File: src/rtl/hazard_unit.sv
// Pipeline hazard unit: operand forwarding, load-use/branch/memory stall control,
// memory-wait timeout FSM and saturating stall/flush performance counters.
module hazard_unit #(
  parameter int unsigned RF_ADDR_WIDTH = 5,
  parameter int unsigned CNT_WIDTH     = 16,
  parameter int unsigned MEM_TIMEOUT   = 255
) (
  input  logic                     i_clk,
  input  logic                     i_rst,
  input  logic [RF_ADDR_WIDTH-1:0] i_RsD,
  input  logic [RF_ADDR_WIDTH-1:0] i_RtD,
  input  logic [RF_ADDR_WIDTH-1:0] i_RsE,
  input  logic [RF_ADDR_WIDTH-1:0] i_RtE,
  input  logic [RF_ADDR_WIDTH-1:0] i_WriteRegE,
  input  logic [RF_ADDR_WIDTH-1:0] i_WriteRegM,
  input  logic [RF_ADDR_WIDTH-1:0] i_WriteRegW,
  input  logic                     i_RegWriteE,
  input  logic                     i_RegWriteM,
  input  logic                     i_RegWriteW,
  input  logic                     i_MemtoRegE,
  input  logic                     i_MemtoRegM,
  input  logic                     i_BranchD,
  input  logic                     i_MemReqM,
  input  logic                     i_MemReadyM,
  output logic [2:0]               o_ForwardAE,
  output logic [2:0]               o_ForwardBE,
  output logic                     o_ForwardAD,
  output logic                     o_ForwardBD,
  output logic                     o_StallF,
  output logic                     o_StallD,
  output logic                     o_StallE,
  output logic                     o_StallM,
  output logic                     o_FlushE,
  output logic                     o_MemTimeout,
  output logic [CNT_WIDTH-1:0]     o_StallCycles,
  output logic [CNT_WIDTH-1:0]     o_FlushCycles
);

  localparam int unsigned WAIT_W = (MEM_TIMEOUT < 1) ? 1 : $clog2(MEM_TIMEOUT + 1);
  localparam logic [WAIT_W-1:0] TIMEOUT_VAL = WAIT_W'(MEM_TIMEOUT);

  typedef enum logic [1:0] {
    S_RUN,
    S_MEM_WAIT,
    S_ERROR
  } state_t;

  state_t            state, state_next;
  logic [WAIT_W-1:0] wait_cnt, wait_next;
  logic              lwstall, brstall, memstall;

  // Register 0 is hardwired, so it can never create a dependency.
  function automatic logic reg_match(input logic [RF_ADDR_WIDTH-1:0] a,
                                     input logic [RF_ADDR_WIDTH-1:0] b);
    return (a != '0) && (a == b);
  endfunction

  always_comb begin
    o_ForwardAE = 3'd0;
    if (i_RegWriteM && reg_match(i_WriteRegM, i_RsE))      o_ForwardAE = 3'd2;
    else if (i_RegWriteW && reg_match(i_WriteRegW, i_RsE)) o_ForwardAE = 3'd1;

    o_ForwardBE = 3'd0;
    if (i_RegWriteM && reg_match(i_WriteRegM, i_RtE))      o_ForwardBE = 3'd2;
    else if (i_RegWriteW && reg_match(i_WriteRegW, i_RtE)) o_ForwardBE = 3'd1;

    o_ForwardAD = i_RegWriteM && reg_match(i_WriteRegM, i_RsD);
    o_ForwardBD = i_RegWriteM && reg_match(i_WriteRegM, i_RtD);
  end

  always_comb begin
    lwstall = i_MemtoRegE &&
              (reg_match(i_WriteRegE, i_RsD) || reg_match(i_WriteRegE, i_RtD));
    brstall = i_BranchD &&
              ((i_RegWriteE && (reg_match(i_WriteRegE, i_RsD) || reg_match(i_WriteRegE, i_RtD))) ||
               (i_MemtoRegM && (reg_match(i_WriteRegM, i_RsD) || reg_match(i_WriteRegM, i_RtD))));

    // While reset is asserted the stall logic behaves as if already back in RUN.
    if (!i_rst && state == S_ERROR) memstall = 1'b1;
    else                            memstall = i_MemReqM && !i_MemReadyM;

    o_StallF = 1'b0;
    o_StallD = 1'b0;
    o_StallE = 1'b0;
    o_StallM = 1'b0;
    o_FlushE = 1'b0;
    if (memstall) begin
      o_StallF = 1'b1;
      o_StallD = 1'b1;
      o_StallE = 1'b1;
      o_StallM = 1'b1;
    end else if (lwstall || brstall) begin
      o_StallF = 1'b1;
      o_StallD = 1'b1;
      o_FlushE = 1'b1;
    end
  end

  always_comb begin
    state_next = state;
    wait_next  = wait_cnt;
    unique case (state)
      S_RUN: begin
        if (i_MemReqM && !i_MemReadyM) begin
          state_next = S_MEM_WAIT;
          wait_next  = WAIT_W'(1);
        end
      end
      S_MEM_WAIT: begin
        if (i_MemReadyM || !i_MemReqM) begin
          state_next = S_RUN;
          wait_next  = '0;
        end else if (wait_cnt == TIMEOUT_VAL) begin
          state_next = S_ERROR;
        end else begin
          wait_next = wait_cnt + WAIT_W'(1);
        end
      end
      S_ERROR: state_next = S_ERROR;
      default: begin
        state_next = S_RUN;
        wait_next  = '0;
      end
    endcase
  end

  always_ff @(posedge i_clk) begin
    if (i_rst) begin
      state         <= S_RUN;
      wait_cnt      <= '0;
      o_StallCycles <= '0;
      o_FlushCycles <= '0;
    end else begin
      state    <= state_next;
      wait_cnt <= wait_next;
      if (o_StallF && (o_StallCycles != '1)) o_StallCycles <= o_StallCycles + CNT_WIDTH'(1);
      if (o_FlushE && (o_FlushCycles != '1)) o_FlushCycles <= o_FlushCycles + CNT_WIDTH'(1);
    end
  end

  assign o_MemTimeout = (state == S_ERROR);

endmodule

File: config.mk
export PLATFORM = sky130hd
export DESIGN_NAME = hazard_unit
export DESIGN_NICKNAME = d
export VERILOG_FILES = /design/src/rtl/hazard_unit.sv
export SDC_FILE = /design/constraint.sdc
export NUM_CORES = 1
export LEC_CHECK = 0
export ABC_AREA = 1
export CORE_MARGIN = 10
export CORE_UTILIZATION = 45
export CTS_BUF_LIST = sky130_fd_sc_hd__clkbuf_8
export DETAILED_ROUTE_END_ITERATION = 8
export PLACE_DENSITY = 0.87
export SLEW_MARGIN = 10
export SYNTH_ARGS = -nofsm -noshare
export SYNTH_HDL_FRONTEND = slang
export SYNTH_SLANG_ARGS = --single-unit
File: constraint.sdc
create_clock -name i_clk -period 1.95 [get_ports i_clk]
set_input_delay 0.2925 -clock i_clk [delete_from_list [all_inputs] [get_ports i_clk]]
set_output_delay 0.2925 -clock i_clk [all_outputs]
set_load 0.02 [all_outputs]
Word-level counts from Yosys, hierarchy flattened

Index checks and enable logic that the tools add are counted.

Bits in registers: 42
Input bits: 45
Logic and storage cells: 77
Output and inout port bits: 46

Eq/ne operators: 16
Reduce and logical (&&, ||, !) cells: 36
Mux-type cells: 17
Bitwise operators: 1
$add $sub $neg: 3

Operator list:

| cell                                                                   | number |
|---|---|
| 5-bit equality test                                                    | 8 |
| 16-bit by 1-bit adder with 16-bit output (second input constant)       | 2 |
| 16-bit != test (second input constant)                                 | 2 |
| 8-bit 2-to-1 mux                                                       | 3 |
| 8-bit one-hot mux with 3 select lines                                  | 1 |
| 1-bit logical AND                                                      | 22 |
| 5-bit nonzero test                                                     | 3 |
| 2-bit 2-to-1 mux                                                       | 5 |
| 8-bit by 1-bit adder with 8-bit output (second input constant)         | 1 |
| 8-bit equality test (second input constant)                            | 1 |
| 1-bit 2-to-1 mux                                                       | 7 |
| 3-bit != test (second input constant)                                  | 2 |
| 2-bit one-hot mux with 3 select lines                                  | 1 |
| 1-bit logical OR                                                       | 5 |
| 1-bit zero test                                                        | 3 |
| 3-bit AND reduction                                                    | 1 |
| 2-bit by 1-bit equality test with 1-bit output (second input constant) | 1 |
| 2-bit equality test (second input constant)                            | 1 |
| 2-bit zero test                                                        | 1 |
| 2-bit != test (second input constant)                                  | 1 |
| 2-bit AND reduction                                                    | 1 |
| 1-bit NOT                                                              | 1 |

Depth between registers and ports, before layout

Gate-level depths: netlist (run 1).

Depth after elaboration: 10
Depth in mapped cells: 14
Gate-level depth less buffers: 13

Least setup slack after synthesis (run 1)

No wires, ideal clock.

Kind: input-to-output
Start: in i_WriteRegM[0]
End: out o_ForwardAE[0]
Setup slack: -0.145 ns
Buffers on the path: 1
Data required time: 1.657 ns
Stages: 5
Arrival time: 1.803 ns
Cell sequence: buf_4 > xor2_1 > a211o_1 > nor4_1 > nor2_1

Longest elaborated chain between the ends: 4
Elaborated cells between the ends (all ways): 5
Those cells by class: 1 x eq/ne; 1 x mux; 3 x reduce/logical

Ends and longest elaborated chain:

| what                                                      | line | source |
|---|---|---|
| start: declaration                                        | 15   | `input logic [RF_ADDR_WIDTH-1:0] i_WriteRegM,` |
| 5-bit equality test or 5-bit nonzero test (tied branches) | 55   | `return (a != '0) && (a == b);` |
| 1-bit logical AND (*)                                     | 55   |  |
| 1-bit logical AND (*)                                     | 60   | `if (i_RegWriteM && reg_match(i_WriteRegM, i_RsE)) o_ForwardAE = 3'd2;` |
| 2-bit 2-to-1 mux (*)                                      | 60   |  |
| end: declaration                                          | 25   | `output logic [2:0] o_ForwardAE,` |

Mark *: on every way between the ends. The rest lies on a longest branch, timed or not.

Final worst setup path (run 1)

Start: in i_WriteRegW[1]
End: out o_ForwardAE[0]

Longest elaborated chain between the ends: 5
Elaborated cells between the ends (all ways): 6
Those cells by class: 1 x eq/ne; 2 x mux; 3 x reduce/logical

Ends and longest elaborated chain:

| what                                                      | line | source |
|---|---|---|
| start: declaration                                        | 16   | `input logic [RF_ADDR_WIDTH-1:0] i_WriteRegW,` |
| 5-bit equality test or 5-bit nonzero test (tied branches) | 55   |  |
| 1-bit logical AND (*)                                     | 55   |  |
| 1-bit logical AND (*)                                     | 61   | `else if (i_RegWriteW && reg_match(i_WriteRegW, i_RsE)) o_ForwardAE = 3'd1;` |
| 1-bit 2-to-1 mux (*)                                      | 61   |  |
| 2-bit 2-to-1 mux (*)                                      | 60   |  |

Marked as above.

==> results.sh, run 1 <==
export IMPL_outcome="finished, final reports clean"
export IMPL_arrival_ns=1.63
export IMPL_routed_wl_um=10010
export IMPL_grt_first_pass_wirelength_um=16260
export IMPL_ys_types=39
export IMPL_synth_top_area_cell="dfxtp_1"
export IMPL_cp_start_kind="input pin"
export IMPL_grt_max_degree=28
export IMPL_grt_overflow=0
export IMPL_finalHoldViolCount=0
export IMPL_antenna_found_initial=1
export IMPL_track_usage=0.1690
export IMPL_syn_inst=550
export IMPL_drv_cap=0
export IMPL_path_delay_family="buffers and inverters"
export IMPL_yosysSeqAreaShare=0.2552
export IMPL_whs_path_depth=2
export IMPL_yosysTopAreaCellShare=0.2552
export IMPL_hold_buffers=0
export IMPL_p_per_area_mw_per_mm2=432.8
export IMPL_setup_viol=0
export IMPL_async_reset_ff_frac=0
export IMPL_r2r_worst_path_cells=13
export IMPL_r2r_slack_ns=0.19
export IMPL_grt_pass1_vias=3616
export IMPL_worstPathCellList="clkdlybuf4s50_1 > inv_1 > buf_4 > o22ai_2 > inv_1 > nand4_1 > nor2_1 > buf_2"
export IMPL_utilization=0.6357
export IMPL_crit_type="input pin to primary output"
export IMPL_hp_start="wait_cnt[0]$_SDFFE_PP0P_"
export IMPL_crit_path_max_fanout=3
export IMPL_clock_skew_ns=0.01144
export IMPL_holdWs_ns=0.4868
export IMPL_min_to="wait_cnt[0]$_SDFFE_PP0P_"
export IMPL_final_setup_worst_slack_ns=0.03188
export IMPL_r2r_end="wait_cnt[5]$_SDFFE_PP0P_"
export IMPL_multi_input_area_mm2=0.002047
export IMPL_pin_count=91
export IMPL_slew_violations=0
export IMPL_holdCritPathClass="register to register"
export IMPL_hpwl_um=7798
export IMPL_clockRootBuffer="clkbuf_8"
export IMPL_die_x_um=105.6
export IMPL_clock_fmax_ghz=0.5213
export IMPL_place_ws_ns=-0.6582
export IMPL_synthFlopType="dfxtp_1"
export IMPL_synth_edff_count=0
export IMPL_ys_seq_elements=42
export IMPL_p_total_uw=1974
export IMPL_slowest_delay_ns=0.53
export IMPL_cts_max_path_buffers=2
export IMPL_first_pass_iters=4
export IMPL_portBuffers=88
export IMPL_row_count=31
export IMPL_cts_tree="done"
export IMPL_crit_buf_inv=5
export IMPL_synth_area_leaders="dfxtp_1 26%, nand2_1 16%, nor2_1 9.8%"
export IMPL_slowest_stage="clkdlybuf4s50_1"
export IMPL_final_period_utilization=0.9837
export IMPL_cts_reportedPaths_clkPinSlew_ns=0.08
export IMPL_syn_cell_area_mm2=0.003294
export IMPL_cpMostUsedCell="inv_1"
export IMPL_crit_required_ns=1.66
export IMPL_floorplan_initialDensity=0.4591
export IMPL_avgSynthCellArea_um2=5.990
export IMPL_drtIter0Drc=100
export IMPL_htree_levels=2
export IMPL_detail_route_antenna_nets=0
export IMPL_crit_path_end_kind="primary output"
export IMPL_stdcell_area_mm2=0.004562
export IMPL_drcViolationCount=0
export IMPL_numClockSinks=42
export IMPL_vias=3796
export IMPL_die_y_um=105.6
export IMPL_die_area_mm2=0.01114
export IMPL_syn_to_final_growth_pct=38.47
export IMPL_clock_latency_ns=0.30
export IMPL_drive_gt1_frac=0.1523
export IMPL_nFillCells=639
export IMPL_peakVddDrop_mv=0.2579
export IMPL_place_area_mm2=0.004405
export IMPL_regArea_um2=843.3
export IMPL_ys_warn_count=0
export IMPL_reg2reg_from="wait_cnt[1]$_SDFFE_PP0P_"
export IMPL_routedWlPerCell_um=13.11
export IMPL_place_gp_congestion=0.8613
export IMPL_viasPerCell=4.975
export IMPL_nNetsFinal=710
export IMPL_cts_buffers=5
export IMPL_finalCriticalPeriod_ns=1.918
export IMPL_fp_coreArea_mm2=0.007176
export IMPL_power_leakage_uw=0.002189
[routing by layer]
metal,routed length (µm),global-route usage,part of all wire,vias up
met2,5240,0.3204,0.52,87
met3,399,0.02801,0.040,15
li1,-,-,-,1955
met4,172,0.05416,0.017,0
met1,4193,0.1858,0.42,1739
met5,0,0,0,-
[worst max-delay path by stage]
stage,startpoint,depth (start not counted),endpoint
2_1_floorplan,state[1]$_SDFFE_PP0P_,8,o_StallF
3_3_place_gp,i_WriteRegM[2],9,o_FlushE
3_5_place_dp,i_WriteRegM[4],10,o_FlushE
4_1_cts,i_RsE[2],6,o_ForwardAE[1]
5_1_grt,i_WriteRegW[3],7,o_ForwardBE[0]
6_report,i_WriteRegW[1],8,o_ForwardAE[0]
[sequential cells by signal, indices dropped and copies added (netlist names)]
register,cells
o_FlushCycles,16
o_StallCycles,16
state,2
wait_cnt,8
[cell usage after synthesis (2+ instances only)]
library cell	instances
o21ai_0	6
inv_1	85
or2_2	3
o221ai_1	2
buf_4	9
inv_2	6
nand2_1	140
dfxtp_1	42
nor3_1	11
nand3_2	7
xnor2_1	10
nand3_1	44
nor4_1	2
nor2_2	6
ha_1	3
nand2_2	6
buf_2	4
a211oi_1	3
a21oi_1	21
nand4_1	21
buf_6	3
o22ai_1	4
clkbuf_1	2
xor2_1	10
nor2_1	86
[layout by cell type, fill, tap and decap left out, types with 2 or more instances in the layout]
master / count
inv_1: 84
ha_1: 3
buf_4: 34
clkinv_2: 2
conb_1: 2
dlygate4sd2_1: 19
inv_2: 7
dfxtp_2: 2
nand3_2: 9
dfxtp_1: 40
dlymetal6s2s_1: 3
xor2_1: 10
nor3_2: 2
nand2_2: 7
nor2_2: 8
clkdlybuf4s50_1: 52
clkdlybuf4s15_1: 4
nand3_4: 2
a21oi_1: 21
a211oi_1: 2
nor2_1: 83
nor3_1: 9
clkdlybuf4s15_2: 2
nand3_1: 42
o22ai_1: 3
clkbuf_8: 6
o21ai_0: 6
xnor2_1: 10
buf_2: 6
nand4_1: 21
nand2_1: 139
or2_2: 3
[where the power goes]
group / switching [µW] / leakage, µW / internal [µW]
Sequential: 13.5 / 0.000340 / 871
Clock: 314 / 0.0000472 / 285
Combinational: 268 / 0.00180 / 222
Total: 596 / 0.00219 / 1380
[worst reg2reg max path: stages, from the launching register on]
cell	delay, ns
dfxtp_1	0.36
ha_1	0.20
nand2_1	0.06
nor2_1	0.12
nand2_1	0.09
nor2_1	0.12
nand2_1	0.10
nor2_2	0.12
nand2_2	0.11
nand4_1	0.10
nand2_1	0.07
inv_1	0.11
nand2_1	0.06
nor2_1	0.08
[what timing repair did]
action,4_1_cts,5_1_grt
endpoints found under the setup margin,11,42
pin swaps,5,4
cloned,0,1
gates resized for setup,66,23
setup buffers,3,0
[cells by family after synthesis]
logic type	synth area share
and+or+nand+nor	0.4535
buffers and inverters	0.1504
AOI/OAI and AO/OA	0.07520
DFF	0.2552
xor gates and xnor gates	0.05317
adders and majority gates	0.01140
other	0.001138
[metrics by stage]
stage / cells / TNS (ns)
3_5_place_dp: 750 / -11.39
3_3_place_gp: 750 / -8.782
2_1_floorplan: 551 / 0
5_1_grt: 763 / -0.06305
6_report: 763 / 0
4_1_cts: 761 / 0
[final cells by class]
class,instances,share of cell area
Multi-Input combinational cell,399,0.4487
Inverter,92,0.07597
Clock inverter,2,0.002743
Tap cell,99,0.02715
Antenna cell,1,0.0005485
Clock buffer,6,0.01810
Timing Repair Buffer,122,0.2419
Sequential cell,42,0.1849
Power figures use the tool's default switching activity.
==> run 2, diff against run 1 <==
Settings changed: CORE_ASPECT_RATIO from default to 1.25, CORE_UTILIZATION 45 to 50, PLACE_DENSITY 0.87 to 0.94.
Clock period 1.95 ns to 1.77 ns, I/O delays scaled along.
==> run 2 against run 1 <==
Core utilization increased by 8.4 points. Critical path depth decreased by 7. Global-route usage increased by 2.0 points. Total power increased by 7.2%. Sequential cell count unchanged. Hold slack improved by 0.0035 ns. Sequential share of layout area decreased by 0.35 points. Clock-buffer cell count decreased by 1. Final cell count decreased by 0.13%. Largest power group unchanged. Highest routed layer unchanged.
==> results.sh, run 2 (synthesis gave the netlist of run 1 again) <==
export IMPL_crit_cells=1
export IMPL_r2r_slack_ns=0.08
export IMPL_clock_fmax_ghz=0.5842
export IMPL_grt_first_pass_wirelength_um=16570
export IMPL_routed_wl_um=10350
export IMPL_setup_viol=0
export IMPL_fin_tns_setup_ns=0
export IMPL_dp_cells=746
export IMPL_grt_max_degree=30
export IMPL_die_y_um=110.8
export IMPL_crit_end="o_StallCycles[10]"
export IMPL_cts_reportedPaths_clkPinSlew_ns=0.08
export IMPL_pin_count=91
export IMPL_die_x_um=92.60
export IMPL_drive_gt1_frac=0.1923
export IMPL_cts_buffers=5
export IMPL_grt_overflow=0
export IMPL_clockRootBuffer="clkbuf_8"
export IMPL_drcViolationCount=0
export IMPL_track_usage=0.1891
export IMPL_crit_type="register to primary output"
export IMPL_top_regs="o_FlushCycles (16), o_StallCycles (16), wait_cnt (8)"
export IMPL_intPower_uw=1473
export IMPL_cp_start_kind="register"
export IMPL_grt_pass1_vias=3792
export IMPL_hold_buffers=0
export IMPL_hpwl_um=8045
export IMPL_routedWlPerCell_um=13.58
export IMPL_viasPerCell=5.133
export IMPL_detail_route_antenna_nets=0
export IMPL_pwr_share_clk=0.284
export IMPL_finalHoldViolCount=0
export IMPL_arrival_ns=1.45
export IMPL_first_pass_iters=5
export IMPL_row_count=33
export IMPL_nFillCells=514
export IMPL_peakVddDrop_mv=0.4529
export IMPL_p_sw_uw=643.9
export IMPL_antenna_found_initial=4
export IMPL_combPwrFrac=0.256
export IMPL_holdCritPathClass="register to register"
export IMPL_finalCriticalPeriod_ns=1.712
export IMPL_cts_tree="done"
export IMPL_slowest_stage="clkdlybuf4s50_1"
export IMPL_clock_latency_ns=0.29
export IMPL_final_cells=762
export IMPL_place_gp_congestion=0.9736
export IMPL_syn_to_final_growth_pct=41.59
export IMPL_die_area_mm2=0.01026
export IMPL_nNetsFinal=718
export IMPL_drv_cap=0
export IMPL_htree_levels=2
export IMPL_final_period_utilization=0.9671
export IMPL_path_delay_family="buffers and inverters"
export IMPL_reg2reg_from="wait_cnt[1]$_SDFFE_PP0P_"
export IMPL_crit_required_ns=1.50
export IMPL_cts_max_path_buffers=2
export IMPL_vias=3911
export IMPL_p_per_area_mw_per_mm2=453.8
export IMPL_power_leakage_uw=0.002262
export IMPL_cp_startpoint="o_StallCycles[10]$_SDFFE_PP0P_"
export IMPL_r2r_end="wait_cnt[3]$_SDFFE_PP0P_"
export IMPL_numClockSinks=42
export IMPL_final_common_cell="nand2_1"
export IMPL_slowest_delay_ns=0.67
export IMPL_floorplan_initialDensity=0.5082
export IMPL_sequentialPowerShare=0.460
export IMPL_crit_path_max_fanout=8
export IMPL_slew_violations=0
export IMPL_crit_path_end_kind="primary output"
export IMPL_outcome="finished, final reports clean"
export IMPL_clock_skew_ns=0.003396
export IMPL_layout_common_cells="136 x nand2_1, 80 x inv_1, 80 x nor2_1"
export IMPL_crit_buf_inv=1
export IMPL_fp_coreArea_mm2=0.006482
export IMPL_swShare=0.3042
export IMPL_drtIter0Drc=381
export IMPL_hp_start="wait_cnt[7]$_SDFFE_PP0P_"
export IMPL_worstPathCellList="clkdlybuf4s50_1"
export IMPL_r2r_worst_path_cells=13
export IMPL_portBuffers=88
run 2: tightest hold or removal path: stages, from the launching register on:
cell and delay (ns):
dfxtp_1 0.33, nand2_1 0.07, a21oi_1 0.05
run 2: cell type report:
| class | count | area, µm² | area share |
|---|---|---|---|
| Timing Repair Buffer | 130 | 1147 | 0.2460 |
| Clock inverter | 3 | 17.52 | 0.003755 |
| Antenna cell | 4 | 10.01 | 0.002146 |
| Tap cell | 87 | 108.9 | 0.02334 |
| Sequential cell | 42 | 845.8 | 0.1813 |
| Clock buffer | 5 | 68.82 | 0.01475 |
| Multi-Input combinational cell | 399 | 2120 | 0.4544 |
| Inverter | 92 | 346.6 | 0.07430 |
run 2: power by group through the flow:
stage          clock network [µW]  registers (µW)  logic, µW
3_3_place_gp                    0             991        519
5_1_grt                       647             975        593
6_report                      601             973        543
4_1_cts                       607             970        527
2_1_floorplan                   0            1010        286
3_5_place_dp                    0             993        541
run 2: what timing repair did:
item / in CTS / in global routing
resized for setup: 102 / 34
cloned: 0 / 1
buffers inserted: 1 / 2
pin swaps: 11 / 8
endpoints found under the setup margin: 52 / 42
run 2: worst min path at each step:
stage | endpoint | depth (start not counted)
2_1_floorplan | wait_cnt[7]$_SDFFE_PP0P_ | 2
3_5_place_dp | wait_cnt[4]$_SDFFE_PP0P_ | 2
4_1_cts | wait_cnt[4]$_SDFFE_PP0P_ | 2
6_report | wait_cnt[7]$_SDFFE_PP0P_ | 2
5_1_grt | wait_cnt[7]$_SDFFE_PP0P_ | 2
3_3_place_gp | wait_cnt[7]$_SDFFE_PP0P_ | 2
run 2: metal layers:
| metal | track usage | vias up | part of all wire |
|---|---|---|---|
| met4 | 0.09278 | 0 | 0.038 |
| li1 | - | 1969 | - |
| met3 | 0.03184 | 31 | 0.049 |
| met1 | 0.1935 | 1779 | 0.37 |
| met2 | 0.3547 | 132 | 0.54 |
| met5 | 0 | - | 0 |
run 2: stage by stage:
stage / setup WS, ns / utilization / hold WS [ns] / cell area (µm²) / total power (µW)
floorplan: 0.02241 / - / 0.4524 / 3319 / 1294
global placement: -0.7426 / 0.6889 / 0.4661 / 4466 / 1510
detailed placement: -0.8217 / 0.6889 / 0.4787 / 4466 / 1534
CTS: 0.0003031 / 0.7014 / 0.4901 / 4547 / 2104
global route: -0.03256 / 0.7196 / 0.5190 / 4664 / 2215
finish: 0.05828 / 0.7196 / 0.4903 / 4664 / 2117
==> run 3, diff against run 2 <==
Settings changed: CAP_MARGIN from default to 40, CTS_CLUSTER_DIAMETER from default to 60.
==> results of run 3 <==
Final layout, timing and power as in run 2 (identical DEF).
